--- config.mk ---
export PLATFORM = sky130hd
export DESIGN_NAME = keypad_digit_loader
export DESIGN_NICKNAME = d
export VERILOG_FILES = /design/src/rtl/keypad_digit_loader_pkg.sv /design/src/rtl/keypad_onehot_to_bcd.sv /design/src/rtl/keypad_digit_loader.sv
export SDC_FILE = /design/constraint.sdc
export NUM_CORES = 1
export LEC_CHECK = 0
export CORE_MARGIN = 2
export CORE_UTILIZATION = 37
export CTS_BUF_LIST = sky130_fd_sc_hd__clkbuf_2 sky130_fd_sc_hd__clkbuf_4 sky130_fd_sc_hd__clkbuf_8
export DETAILED_ROUTE_END_ITERATION = 16
export PLACE_DENSITY_LB_ADDON = 0.15
export SYNTH_ARGS = -nofsm -noshare
export SYNTH_HDL_FRONTEND = slang
export SYNTH_SLANG_ARGS = --single-unit
--- constraint.sdc ---
create_clock -name clock -period 2.8 [get_ports clock]
set_input_delay 0.56 -clock clock [delete_from_list [all_inputs] [get_ports clock]]
set_output_delay 0.56 -clock clock [all_outputs]
set_load 0.05 [all_outputs]
--- src/rtl/keypad_digit_loader_pkg.sv ---
`default_nettype none
// keypad_digit_loader_pkg: shared widths and FSM state encoding for the keypad loader. (rev 1.0)
package keypad_digit_loader_pkg;

  localparam int DIGIT_W  = 4;
  localparam int NUM_KEYS = 10;
  localparam int CNT_W    = 8;

  typedef enum logic [1:0] {
    ST_IDLE     = 2'd0,
    ST_DEBOUNCE = 2'd1,
    ST_LOAD     = 2'd2,
    ST_RELEASE  = 2'd3
  } state_t;

endpackage
`default_nettype wire

--- src/rtl/keypad_onehot_to_bcd.sv ---
`default_nettype none
// keypad_onehot_to_bcd: one-hot key vector to BCD digit; valid only when exactly one bit is set. (rev 1.0)
module keypad_onehot_to_bcd
  import keypad_digit_loader_pkg::*;
(
  input  logic [NUM_KEYS-1:0] onehot,
  output logic [DIGIT_W-1:0]  bcd,
  output logic                valid
);

  logic [3:0] ones;

  always_comb begin
    bcd  = '0;
    ones = '0;
    for (int i = 0; i < NUM_KEYS; i++) begin
      if (onehot[i]) begin
        bcd  = DIGIT_W'(i);
        ones = ones + 4'd1;
      end
    end
    valid = (ones == 4'd1);
  end

endmodule
`default_nettype wire

--- src/rtl/keypad_digit_loader.sv ---
`default_nettype none
// keypad_digit_loader: debounces a decimal keypad and emits a BCD digit with a one-clock active-low load strobe. (rev 1.0)
module keypad_digit_loader
  import keypad_digit_loader_pkg::*;
#(
  parameter int DEBOUNCE_CYCLES = 4
) (
  input  logic                clock,
  input  logic                clrn,
  input  logic [NUM_KEYS-1:0] keys,
  input  logic                busy,
  input  logic                clear,
  output logic [DIGIT_W-1:0]  data,
  output logic                loadn,
  output logic [1:0]          digit_count,
  output logic                key_active
);

  localparam logic [CNT_W-1:0] CNT_LAST = CNT_W'(DEBOUNCE_CYCLES - 1);

  state_t              state;
  logic [CNT_W-1:0]    cnt;
  logic [NUM_KEYS-1:0] pattern;
  logic [DIGIT_W-1:0]  key_bcd;
  logic                key_valid;

  keypad_onehot_to_bcd u_decode (
    .onehot (keys),
    .bcd    (key_bcd),
    .valid  (key_valid)
  );

  always_ff @(posedge clock or negedge clrn) begin
    if (!clrn) begin
      state       <= ST_IDLE;
      cnt         <= '0;
      pattern     <= '0;
      data        <= '0;
      loadn       <= 1'b1;
      digit_count <= 2'd0;
      key_active  <= 1'b0;
    end else begin
      loadn <= 1'b1;

      // clear takes priority over the increment made on the edge leaving LOAD
      if (clear)
        digit_count <= 2'd0;
      else if (state == ST_LOAD && digit_count != 2'd3)
        digit_count <= digit_count + 2'd1;

      case (state)
        ST_IDLE: begin
          if (!busy && key_valid) begin
            pattern <= keys;
            cnt     <= CNT_W'(1);
            state   <= ST_DEBOUNCE;
          end
        end
        ST_DEBOUNCE: begin
          if (busy || keys != pattern) begin
            cnt   <= '0;
            state <= ST_IDLE;
          end else if (cnt == CNT_LAST) begin
            data       <= key_bcd;
            loadn      <= 1'b0;
            key_active <= 1'b1;
            state      <= ST_LOAD;
          end else begin
            cnt <= cnt + CNT_W'(1);
          end
        end
        ST_LOAD: begin
          cnt   <= '0;
          state <= ST_RELEASE;
        end
        ST_RELEASE: begin
          // any key activity, valid or not, restarts the release qualification
          if (keys != '0) begin
            cnt <= '0;
          end else if (cnt == CNT_LAST) begin
            cnt        <= '0;
            key_active <= 1'b0;
            state      <= ST_IDLE;
          end else begin
            cnt <= cnt + CNT_W'(1);
          end
        end
        default: begin
          cnt   <= '0;
          state <= ST_IDLE;
        end
      endcase
    end
  end

endmodule
`default_nettype wire

==> results.txt <==
----------------------------------------------------
[Timing]
  Worst-margin pin slew ... roughly 0.49 ns
  Final slew viol count ... 0
  Unrepaired setup endpoints after global routing ... true
  Timing-limited maximum frequency ... between 150 and 200 MHz
  Final-report hold violation count ... 0
  Setup skew after layout ... between 0.003 and 0.004 ns
  Final worst-path cycle share ... 200%
  Final worst-path setup slack ... -2.81 ns
  Number of setup violations in the final report ... 19
  Final critical path time including I/O delays and setup ... around 5.6 ns
  Remaining max-slew budget at the tightest pin ... approximately two thirds

[Layout]
  Storage element area ... 702 um2
  Layout cells sized above 1 ... a little over two fifths
  Final antenna diode count ... 0
  Final instance count without filler cells ... 407
  Final #Nets ... around 360
  Total area of multi-input combinational cells ... around 1800 um2
  Area delta synth->final ... 45.7%
  Layout fillers ... approximately 550
  Total non-filler cell area in the finished layout ... 3410 um2

[Worst setup path]
  Family of cells with the greatest summed delay on the critical path ... adder cells
  Crit path largest cell delay ... between 0.3 and 0.4 ns
  Number of cells on the critical path ... 31
  CP Max Fanout ... 6
  Startpoint-to-endpoint class of the critical path ... in2reg
  Critical path's most frequent cell ... ha_4
  Flop2flop setup slack ... roughly 0.34 ns
  Worst r2r dst ... cnt[0]
  Worst path required time ... between 2 and 3 ns
  Worst setup path startpoint ... keys[1]
  Kind of end point of the critical path ... flip-flop
  Worst Path Buf+Inv ... 6
  R2r startpoint ... cnt[5]
  Critical Path Sink ... pattern[6]
  Worst Path Arrival ... 5.77 ns
  Startpoint type of the worst setup path ... input port
  Slowest CP cell ... or3b_4
  Path depth of the worst reg2reg path ... 8

[Placed design]
  Detailed-placement wirelength estimate ... around 4200 um
  Placer congestion estimate ... roughly 0.77
  Count of input and output buffers ... 21
  Setup WS pre-CTS ... -3.78 ns
  Cells after DPL ... 392
  Cell area reported after detailed placement ... around 3200 um2

[Synthesis]
  Share of synthesized area occupied by flip-flops and latches ... roughly 30%
  Portion of synthesized cell area occupied by the leading cell type ... 28.9%
  Flops & latches, synth ... 28
  Share of synthesized flip-flops with an asynchronous set or reset ... 100%
  Area of the mapped netlist ... about 2300 um2
  Synthesized instance count ... approximately 250
  Most frequently used flop master after synthesis ... dfrtp_1
  Commonest cells post-synth ... dfrtp_1, nor2_1, nand2_1
  Cell type with the largest total area after synthesis ... dfrtp_1
  Net count of the mapped netlist ... approximately 280
  Count of flip-flops with a built-in enable after synthesis ... 0
  Average instance area after synthesis ... just over 9 um2
  Most area-consuming cells after synthesis ... dfrtp_1, ha_1, mux2_4
  Most frequent cell after synthesis ... dfrtp_1
  Yosys warns ... 0
  Distinct cell type count after synthesis ... 64

[Pwr]
  PD cells ... 689 nW/um2
  Switching power share of the total ... 34.7%
  Internal power component ... 1.53 mW
  Worst-case vdd ir drop ... around 0.00035 V
  Cell leakage power ... roughly 1.6 nW
  Proportion of power drawn by the clock network ... roughly 11%
  Comb pwr share ... approximately two thirds
  P_sw ... roughly 0.8 mW
  Sequential share of power ... a little under a quarter

[Global route]
  Largest net degree at the start of global routing ... 29
  Vias in the first global route ... 2006
  Number of antenna violations at the first check in global routing ... 0
  Wire length of the first global-routing pass ... 9250 um
  Total global-route track usage ... 16.0%
  Overflow left after global routing ... 0

[CTS]
  Clock network latency to the later pin of the worst-skew pair ... about 0.27 ns
  Number of CTS-inserted buffers ... 3
  # hold bufs at CTS ... 0
  CTS Sinks ... 28
  TritonCTS clock tree ... done
  Deepest clock path buffer count ... 2
  Cell at the root of the clock tree ... clkbuf_8
  Post-CTS clock slew at the launch and capture registers of the worst setup and hold paths ... around 0.1 ns
  H-tree Lvls ... 1

[Detailed routing]
  Count of routing violations after the opening detailed-route iteration ... 89
  DR vias ... 2044
  Average wire length per cell after detail routing ... about 13 um
  Number of detailed-route iterations in the first pass ... 4
  DR vias/cell ... roughly 5
  # DRC ... 0
  Routed Wire Length ... between 5000 and 6000 um
  Remaining antenna violation count after routing ... 0

[Job]
  Number of maximum-capacitance constraint violations ... 0

[Run status]
  Violated checks ... negative setup slack
  Outcome ... finished, violations left

[Floorplan]
  Initial Utilization ... approximately two fifths
  Placement row count ... 28
  Die width ... around 84 um
  IO Count ... 22
  Die Y-Extent ... 83.5 um
  Std-Cell Core Area ... ~6000 um2
  Die area ... approximately 7000 um2

[Worst hold path]
  Worst min-delay path category ... reg2reg

----------------------------------------------------
==> flip-flops by register name, indices dropped and copies added (netlist names), named ones only <==
| name | flops |
|---|---|
| pattern | 10 |
| loadn | 1 |
| data | 4 |
| digit_count | 2 |
| state | 1 |
| key_active | 1 |
| cnt | 8 |
==> how the worst min path moves through the flow <==
stage | slack [ns] | end | depth (start not counted) | from
global route | 0.53 | data[3] | 2 | data[3]
global placement | 0.46 | data[3] | 2 | data[3]
finish | 0.49 | data[3] | 2 | data[3]
detailed placement | 0.47 | data[3] | 2 | data[3]
CTS | 0.50 | data[3] | 2 | data[3]
floorplan | 0.26 | asynchronous set/reset pin | 0 | clrn
==> cell usage in the layout, fill, tap and decap left out, types with 3 or more instances in the layout <==
master / Yosys / final
xnor2_1: 8 / 7
nor3_1: 4 / 4
xnor2_2: 2 / 3
dfrtp_1: 27 / 27
ha_1: 11 / 5
inv_2: 2 / 4
nand2_1: 24 / 20
o31ai_4: 0 / 3
clkbuf_8: 0 / 4
o21ai_1: 1 / 3
nor3b_1: 5 / 5
or3_1: 3 / 3
nor4_1: 3 / 3
buf_4: 1 / 64
a21oi_1: 4 / 4
or2_2: 5 / 4
nand2_2: 1 / 3
nand3_1: 6 / 6
buf_6: 1 / 5
and3_1: 3 / 3
inv_1: 8 / 4
ha_4: 0 / 5
clkdlybuf4s50_1: 0 / 18
a31oi_1: 6 / 6
mux2_4: 9 / 12
o21ai_0: 12 / 9
mux2i_1: 3 / 3
nor2_1: 26 / 24
a211o_1: 3 / 3
xor2_1: 14 / 12
==> metrics by stage <==
stage	total power [mW]	TNS, ns	hold WS, ns	utilization [%]
after global routing	2.52	-56.44	0.529	56.6
after floorplan	1.44	-55.71	0.264	-
after detailed placement	1.85	-69.94	0.474	52.5
after global placement	1.83	-69.19	0.464	52.5
final	2.35	-52.35	0.488	56.6
after CTS	2.24	-52.05	0.496	55.3
==> power by group through the flow <==
stage | logic (mW) | clock network (mW) | registers, mW
4_1_cts | 1.42 | 0.257 | 0.563
3_3_place_gp | 1.26 | 0 | 0.565
5_1_grt | 1.67 | 0.272 | 0.575
3_5_place_dp | 1.28 | 0 | 0.569
6_report | 1.53 | 0.254 | 0.565
2_1_floorplan | 0.886 | 0 | 0.551
==> cells by family after synthesis <==
group                    synth area share [%]
AO/OA/AOI/OAI                            13.5
XOR/XNOR                                 14.5
adder cells (fa/ha/maj)                  5.88
buffers and inverters                    5.35
flip-flops                               30.0
multiplexers                             8.50
AND/OR/NAND/NOR                          22.2
==> worst reg2reg max path, cell delays in order (launching register included) <==
cell	delay (ns)
dfrtp_1	0.45
or4_1	0.56
nor3_1	0.31
nand2_1	0.13
or3_1	0.34
buf_4	0.18
a21oi_1	0.13
a21oi_1	0.05
or2_1	0.22
==> cell type report <==
class,instances,share of cell area [%]
well taps,75,2.75
inverters,11,1.69
repair buffers,89,21.8
clock buffers,4,1.62
flip-flops and latches,28,20.6
multi-input cells,200,51.6
==> routing by layer <==
| metal | global-route usage [%] | routed length (um) | vias up |
|---|---|---|---|
| met1 | 21.0 | 2530 | 955 |
| li1 | - | - | 1051 |
| met3 | 1.38 | 125 | 5 |
| met5 | 0 | 0 | - |
| met2 | 28.5 | 2740 | 33 |
| met4 | 3.67 | 61 | 0 |
==> repair_timing <==
item                                    CTS  global route
cloned                                    1             0
setup buffers                             8             3
resized for setup                        18            17
endpoints found under the setup margin   19            19
pin swaps                                23            14
Power figures use the tool's default switching activity.
